<file path="src/rtl/pattern_scan_ctrl.sv">
// pattern_scan_ctrl: round-robin frame scheduler sharing one bit-serial pattern detector between two requesters
// Optional PSC_LOAD_TIMEOUT_EN adds res_abort and aborts a frame after 15 stalled LOAD cycles.
module pattern_scan_ctrl #(
  parameter int WORD_W      = 8,
  parameter int FRAME_WORDS = 4,
  parameter int CNT_W       = 8,
  parameter int DET_LAT     = 2
) (
  input  logic              clk,
  input  logic              rst,
  input  logic [1:0]        req_valid,
  input  logic [WORD_W-1:0] req_data0,
  input  logic [WORD_W-1:0] req_data1,
  output logic [1:0]        req_ready,
  output logic              det_rst,
  output logic              det_d,
  output logic              det_valid,
  input  logic              det_pattern,
  output logic              res_valid,
  output logic              res_src,
  output logic [CNT_W-1:0]  res_count
`ifdef PSC_LOAD_TIMEOUT_EN
  ,
  output logic              res_abort
`endif
);
  localparam int BW = WORD_W > 1 ? $clog2(WORD_W) : 1;
  localparam int FW = FRAME_WORDS > 1 ? $clog2(FRAME_WORDS) : 1;
  localparam int DW = DET_LAT > 0 ? $clog2(DET_LAT + 1) : 1;
  typedef enum logic [2:0] {IDLE, CLR, LOAD, SHIFT, DRAIN, REPORT} state_t;
  state_t            state;
  logic [WORD_W-1:0] shreg;
  logic [BW-1:0]     bit_cnt;
  logic [FW-1:0]     word_cnt;
  logic [DW-1:0]     drain_cnt;
  logic [CNT_W-1:0]  count;
  logic              pat_q, grant, last_grant;
`ifdef PSC_LOAD_TIMEOUT_EN
  logic [3:0]        stall;
`endif
  logic              gsel, acc, in_win;
  logic [CNT_W-1:0]  cnt_nxt;
  logic [WORD_W-1:0] wsel;
  logic [1:0]        gmask;
  always_comb begin
    gsel    = &req_valid ? ~last_grant : req_valid[1];
    acc     = req_valid[grant] & req_ready[grant];
    wsel    = grant ? req_data1 : req_data0;
    gmask   = grant ? 2'b10 : 2'b01;
    in_win  = state == LOAD || state == SHIFT || state == DRAIN;
    cnt_nxt = (in_win && det_pattern && !pat_q && count != '1) ? count + 1'b1 : count;
  end
  assign det_d = shreg[WORD_W-1];
  always_ff @(posedge clk or negedge rst) begin
    if (!rst) begin
      state      <= IDLE;
      shreg      <= '0;
      bit_cnt    <= '0;
      word_cnt   <= '0;
      drain_cnt  <= '0;
      count      <= '0;
      pat_q      <= 1'b0;
      grant      <= 1'b0;
      last_grant <= 1'b1;
      req_ready  <= 2'b00;
      det_rst    <= 1'b0;
      det_valid  <= 1'b0;
      res_valid  <= 1'b0;
      res_src    <= 1'b0;
      res_count  <= '0;
`ifdef PSC_LOAD_TIMEOUT_EN
      stall      <= 4'd0;
      res_abort  <= 1'b0;
`endif
    end else begin
      det_rst   <= 1'b0;
      res_valid <= 1'b0;
      count     <= cnt_nxt;
      pat_q     <= det_pattern;
      case (state)
        IDLE: if (|req_valid) begin
          grant   <= gsel;
          det_rst <= 1'b1;
          state   <= CLR;
        end
        CLR: begin
          count     <= '0;
          pat_q     <= 1'b0;
          word_cnt  <= '0;
          req_ready <= gmask;
          state     <= LOAD;
`ifdef PSC_LOAD_TIMEOUT_EN
          stall     <= 4'd0;
`endif
        end
        LOAD: begin
          if (acc) begin
            shreg     <= wsel;
            bit_cnt   <= BW'(WORD_W - 1);
            req_ready <= 2'b00;
            det_valid <= 1'b1;
            state     <= SHIFT;
`ifdef PSC_LOAD_TIMEOUT_EN
            stall     <= 4'd0;
          end else if (stall == 4'd14) begin
            req_ready <= 2'b00;
            res_valid <= 1'b1;
            res_src   <= grant;
            res_count <= cnt_nxt;
            res_abort <= 1'b1;
            state     <= REPORT;
          end else begin
            stall     <= stall + 4'd1;
`endif
          end
        end
        SHIFT: begin
          shreg   <= shreg << 1;
          bit_cnt <= bit_cnt - 1'b1;
          if (bit_cnt == '0) begin
            det_valid <= 1'b0;
            if (word_cnt == FW'(FRAME_WORDS - 1)) begin
              drain_cnt <= '0;
              state     <= DRAIN;
            end else begin
              word_cnt  <= word_cnt + 1'b1;
              req_ready <= gmask;
              state     <= LOAD;
            end
          end
        end
        DRAIN: begin
          // cnt_nxt folds in an edge arriving on the final drain cycle
          if (drain_cnt == DW'(DET_LAT - 1)) begin
            res_valid <= 1'b1;
            res_src   <= grant;
            res_count <= cnt_nxt;
`ifdef PSC_LOAD_TIMEOUT_EN
            res_abort <= 1'b0;
`endif
            state     <= REPORT;
          end else begin
            drain_cnt <= drain_cnt + 1'b1;
          end
        end
        REPORT: begin
          last_grant <= grant;
          state      <= IDLE;
        end
        default: state <= IDLE;
      endcase
    end
  end
endmodule
</file>
<file path="config.mk">
export PLATFORM = sky130hd
export DESIGN_NAME = pattern_scan_ctrl
export DESIGN_NICKNAME = d
export VERILOG_FILES = /design/src/rtl/pattern_scan_ctrl.sv
export SDC_FILE = /design/constraint.sdc
export NUM_CORES = 1
export LEC_CHECK = 0
export BUFFER_PORTS_ARGS = -buffer_cell sky130_fd_sc_hd__buf_2
export CAP_MARGIN = 40
export CELL_PAD_IN_SITES_DETAIL_PLACEMENT = 0
export CELL_PAD_IN_SITES_GLOBAL_PLACEMENT = 2
export CORE_ASPECT_RATIO = 0.5
export CORE_MARGIN = 3
export CORE_UTILIZATION = 30
export CTS_CLUSTER_SIZE = 10
export DETAILED_ROUTE_END_ITERATION = 7
export PLACE_DENSITY = 0.68
export SLEW_MARGIN = 15
export SYNTH_ARGS = -nofsm -noshare
export SYNTH_HDL_FRONTEND = slang
export SYNTH_SLANG_ARGS = --single-unit
</file>
<file path="constraint.sdc">
create_clock -name clk -period 3.5 [get_ports clk]
set_input_delay 0.35 -clock clk [delete_from_list [all_inputs] [get_ports clk]]
set_output_delay 0.35 -clock clk [all_outputs]
set_load 0.03 [all_outputs]
</file>
==> results_dict.tcl <==
set metrics [dict create \
    worst_slew_pin_slew_ns 0.684 \
    antenna_cells 0 \
    period_needed_ns 2.10 \
    syn_area_um2 2170 \
    yosysTopAreaCell "dfrtp_1" \
    path_class "reg2reg" \
    dieArea_um2 8350 \
    grt_pass1_vias 1750 \
    worstPathMaxFanout 16 \
    fin_util_pct 38.4 \
    ys.flop_type "dfrtp_1" \
    grt_max_degree 32 \
    wl_per_cell_um 13.6 \
    fin_worst_skew_ns 0.00943 \
    powerDensity_nw_per_um2 658 \
    synthTopCellsByCount "42 x dfrtp_1, 24 x nand2_1, 20 x o21ai_0, 12 x mux2i_1, 12 x nand3_1" \
    relSlewSlack_pct 54.4 \
    async_reset_ff_share_pct 100 \
    place_ws_ns 1.42 \
    synthMostInstantiatedCell "dfrtp_1" \
    drc 0 \
    whs_path_depth 2 \
    dp.final_hpwl_um 3310 \
    placedCellCount 334 \
    yosysWarnings 0 \
    num_vias 1698 \
    vdd_drop_max_v 0.000203 \
    synth_cell_types 44 \
    cts_buffers 5 \
    p_switching_w 0.000574 \
    num_rows 21 \
    outcome "completed" \
    clock_latency_ns 0.29 \
    track_usage_pct 12.6 \
    timing.fmax_mhz 476 \
    critPathRequiredTime_ns 3.66 \
    syn_inst 215 \
    hold_violations 0 \
    start_kind "register" \
    yosysSeqAreaShare_pct 49.7 \
    grt-ovfl-total 0 \
    drive_gt1_share_pct 24.7 \
    fin_nets 276 \
    report.final.slew_viol_count 0 \
    core_area_um2 6830 \
    ctsLongestPathBuffers 2 \
    reg2reg_depth 4 \
    finalCritPeriodShare_pct 60.0 \
    swShare_pct 33.2 \
    ys_ff_latch 43 \
    clock_sink_count 43 \
    drtPass1Iterations 4 \
    rrSetupSlack_ns 1.40 \
    root_buffer "clkbuf_16" \
    pwr-share-clk_pct 31.1 \
    syn2layout_area_growth_pct 21.0 \
    fillers 713 \
    port_buffers 35 \
    synth.avg_cell_area_um2 10.1 \
    layout_setup_ws_ns 1.40 \
    cellInternalPower_w 0.00115 \
    hold_class "in2reg" \
    setup.worst_path.end_class "register" \
    min_from "det_pattern" \
    drv_cap 0 \
    start_util_pct 31.8 \
    synth_edf_count 0 \
    die_x_um 126 \
    final_cells 343 \
    clk_pin_slew_ns 0.07 \
    arrival_ns 2.26 \
    cts_setup_buffers 0 \
    pwr-share-comb_pct 26.7 \
    r2r_start "state[0]" \
    grt_antenna_before_repair 0 \
    place_congestion 0.717 \
    setup-violations-final 0 \
    tns_ns 0 \
    rsz0062_at_grt "no" \
    boundaryPins 36 \
    chipHeight_um 66.1 \
    routed_via_density 4.95 \
    grt_pass1_wl_um 8380 \
    ant_nets 0 \
    sequentialPowerShare_pct 42.2 \
    synth_top_cell_area_share_pct 48.4 \
    power_leakage_nw 1.12 \
    startpoint "state[0]" \
    syn_nets 241 \
    cts_tree "done" \
    routed_wl_um 4670 \
    drt_iter0_markers 83 \
    h-tree-depth 2 \
    ys_top_cells_by_area "dfrtp_1 48%, mux2i_1 5.5%, mux2_2 5.2%" \
]
[per-stage QoR]
| stage | hold WS, ns | instance area [um^2] | power (W) |
|---|---|---|---|
| after floorplan | 0.0544 | 2170 | 0.00107 |
| after global placement | 0.461 | 2430 | 0.00120 |
| after detailed placement | 0.274 | 2450 | 0.00121 |
| after CTS | 0.312 | 2630 | 0.00176 |
| after global routing | 0.324 | 2630 | 0.00187 |
| final | 0.318 | 2630 | 0.00173 |
[layout make-up]
class	instances	area (um^2)	area share (%)
Clock buffer	5	125	4.77
Clock inverter	3	43.8	1.67
Inverter	9	33.8	1.29
Multi-Input combinational cell	153	1020	38.8
Sequential cell	43	1080	41.0
Tap cell	92	115	4.39
Timing Repair Buffer	38	213	8.10
[placed cells by master, fill, tap and decap left out, drive strengths merged, types with 5 or more instances in the layout]
cell    instances
inv             9
a21oi          10
nand2b          5
mux2i          12
buf            37
or4             5
nand3          12
ha              5
o21ai          21
dfrtp          42
nor2           11
clkbuf          5
nand2          24
mux2           10
[final timing paths]
path,endpoint
setup / recovery,res_count[7]
hold / removal,pat_q
setup reg to reg,res_count[7]
hold reg to reg,bit_cnt[0]
max in group asynchronous,last_grant
min in group asynchronous,count[5]
[power groups by stage]
| stage | clock, W | sequential, W | combinational, W |
|---|---|---|---|
| floorplan | 0 | 0.000726 | 0.000348 |
| global placement | 0 | 0.000739 | 0.000457 |
| detailed placement | 0 | 0.000740 | 0.000474 |
| CTS | 0.000557 | 0.000731 | 0.000475 |
| global route | 0.000578 | 0.000752 | 0.000536 |
| finish | 0.000538 | 0.000729 | 0.000461 |
[state kept, by name (all words and copies together), names as in the netlist]
name,cells
count,8
res_count,8
shreg,8
bit_cnt,3
state,3
drain_cnt,2
req_ready,2
word_cnt,2
det_rst,1
det_valid,1
grant,1
last_grant,1
pat_q,1
res_src,1
res_valid,1
[kinds of logic (layout without fill, tap and decap cells)]
kind of cell	count (synthesis)	after routing	synth area share (%)
and+or+nand+nor	75	75	18.3
buffers and inverters	19	55	3.69
muxes	22	22	10.7
DFF	43	43	49.7
AOI/OAI and AO/OA	51	51	14.7
adders and majority gates	5	5	2.88
[worst max-delay path, cell delays in order, from the launching register on]
cell and delay (ns):
dfrtp_1 0.54, or3b_4 0.47, a2111oi_0 0.58, mux2i_1 0.28, o21ai_0 0.10
[repair_timing]
item                                   in CTS  in global routing
endpoints found under the hold margin      12                  0
setup endpoints to repair                   0                  0
hold buffers                                1                  0
resized for setup                           0                  0
[routing by layer]
| layer | track usage, % | part of all wire [%] | vias to the layer above |
|---|---|---|---|
| met2 | 21.4 | 47 | 28 |
| met5 | 0 | 0 | - |
| met1 | 15.7 | 49 | 817 |
| li1 | - | - | 848 |
| met3 | 4.11 | 3.8 | 5 |
| met4 | 3.21 | 0.62 | 0 |
Power figures use the tool's default switching activity.
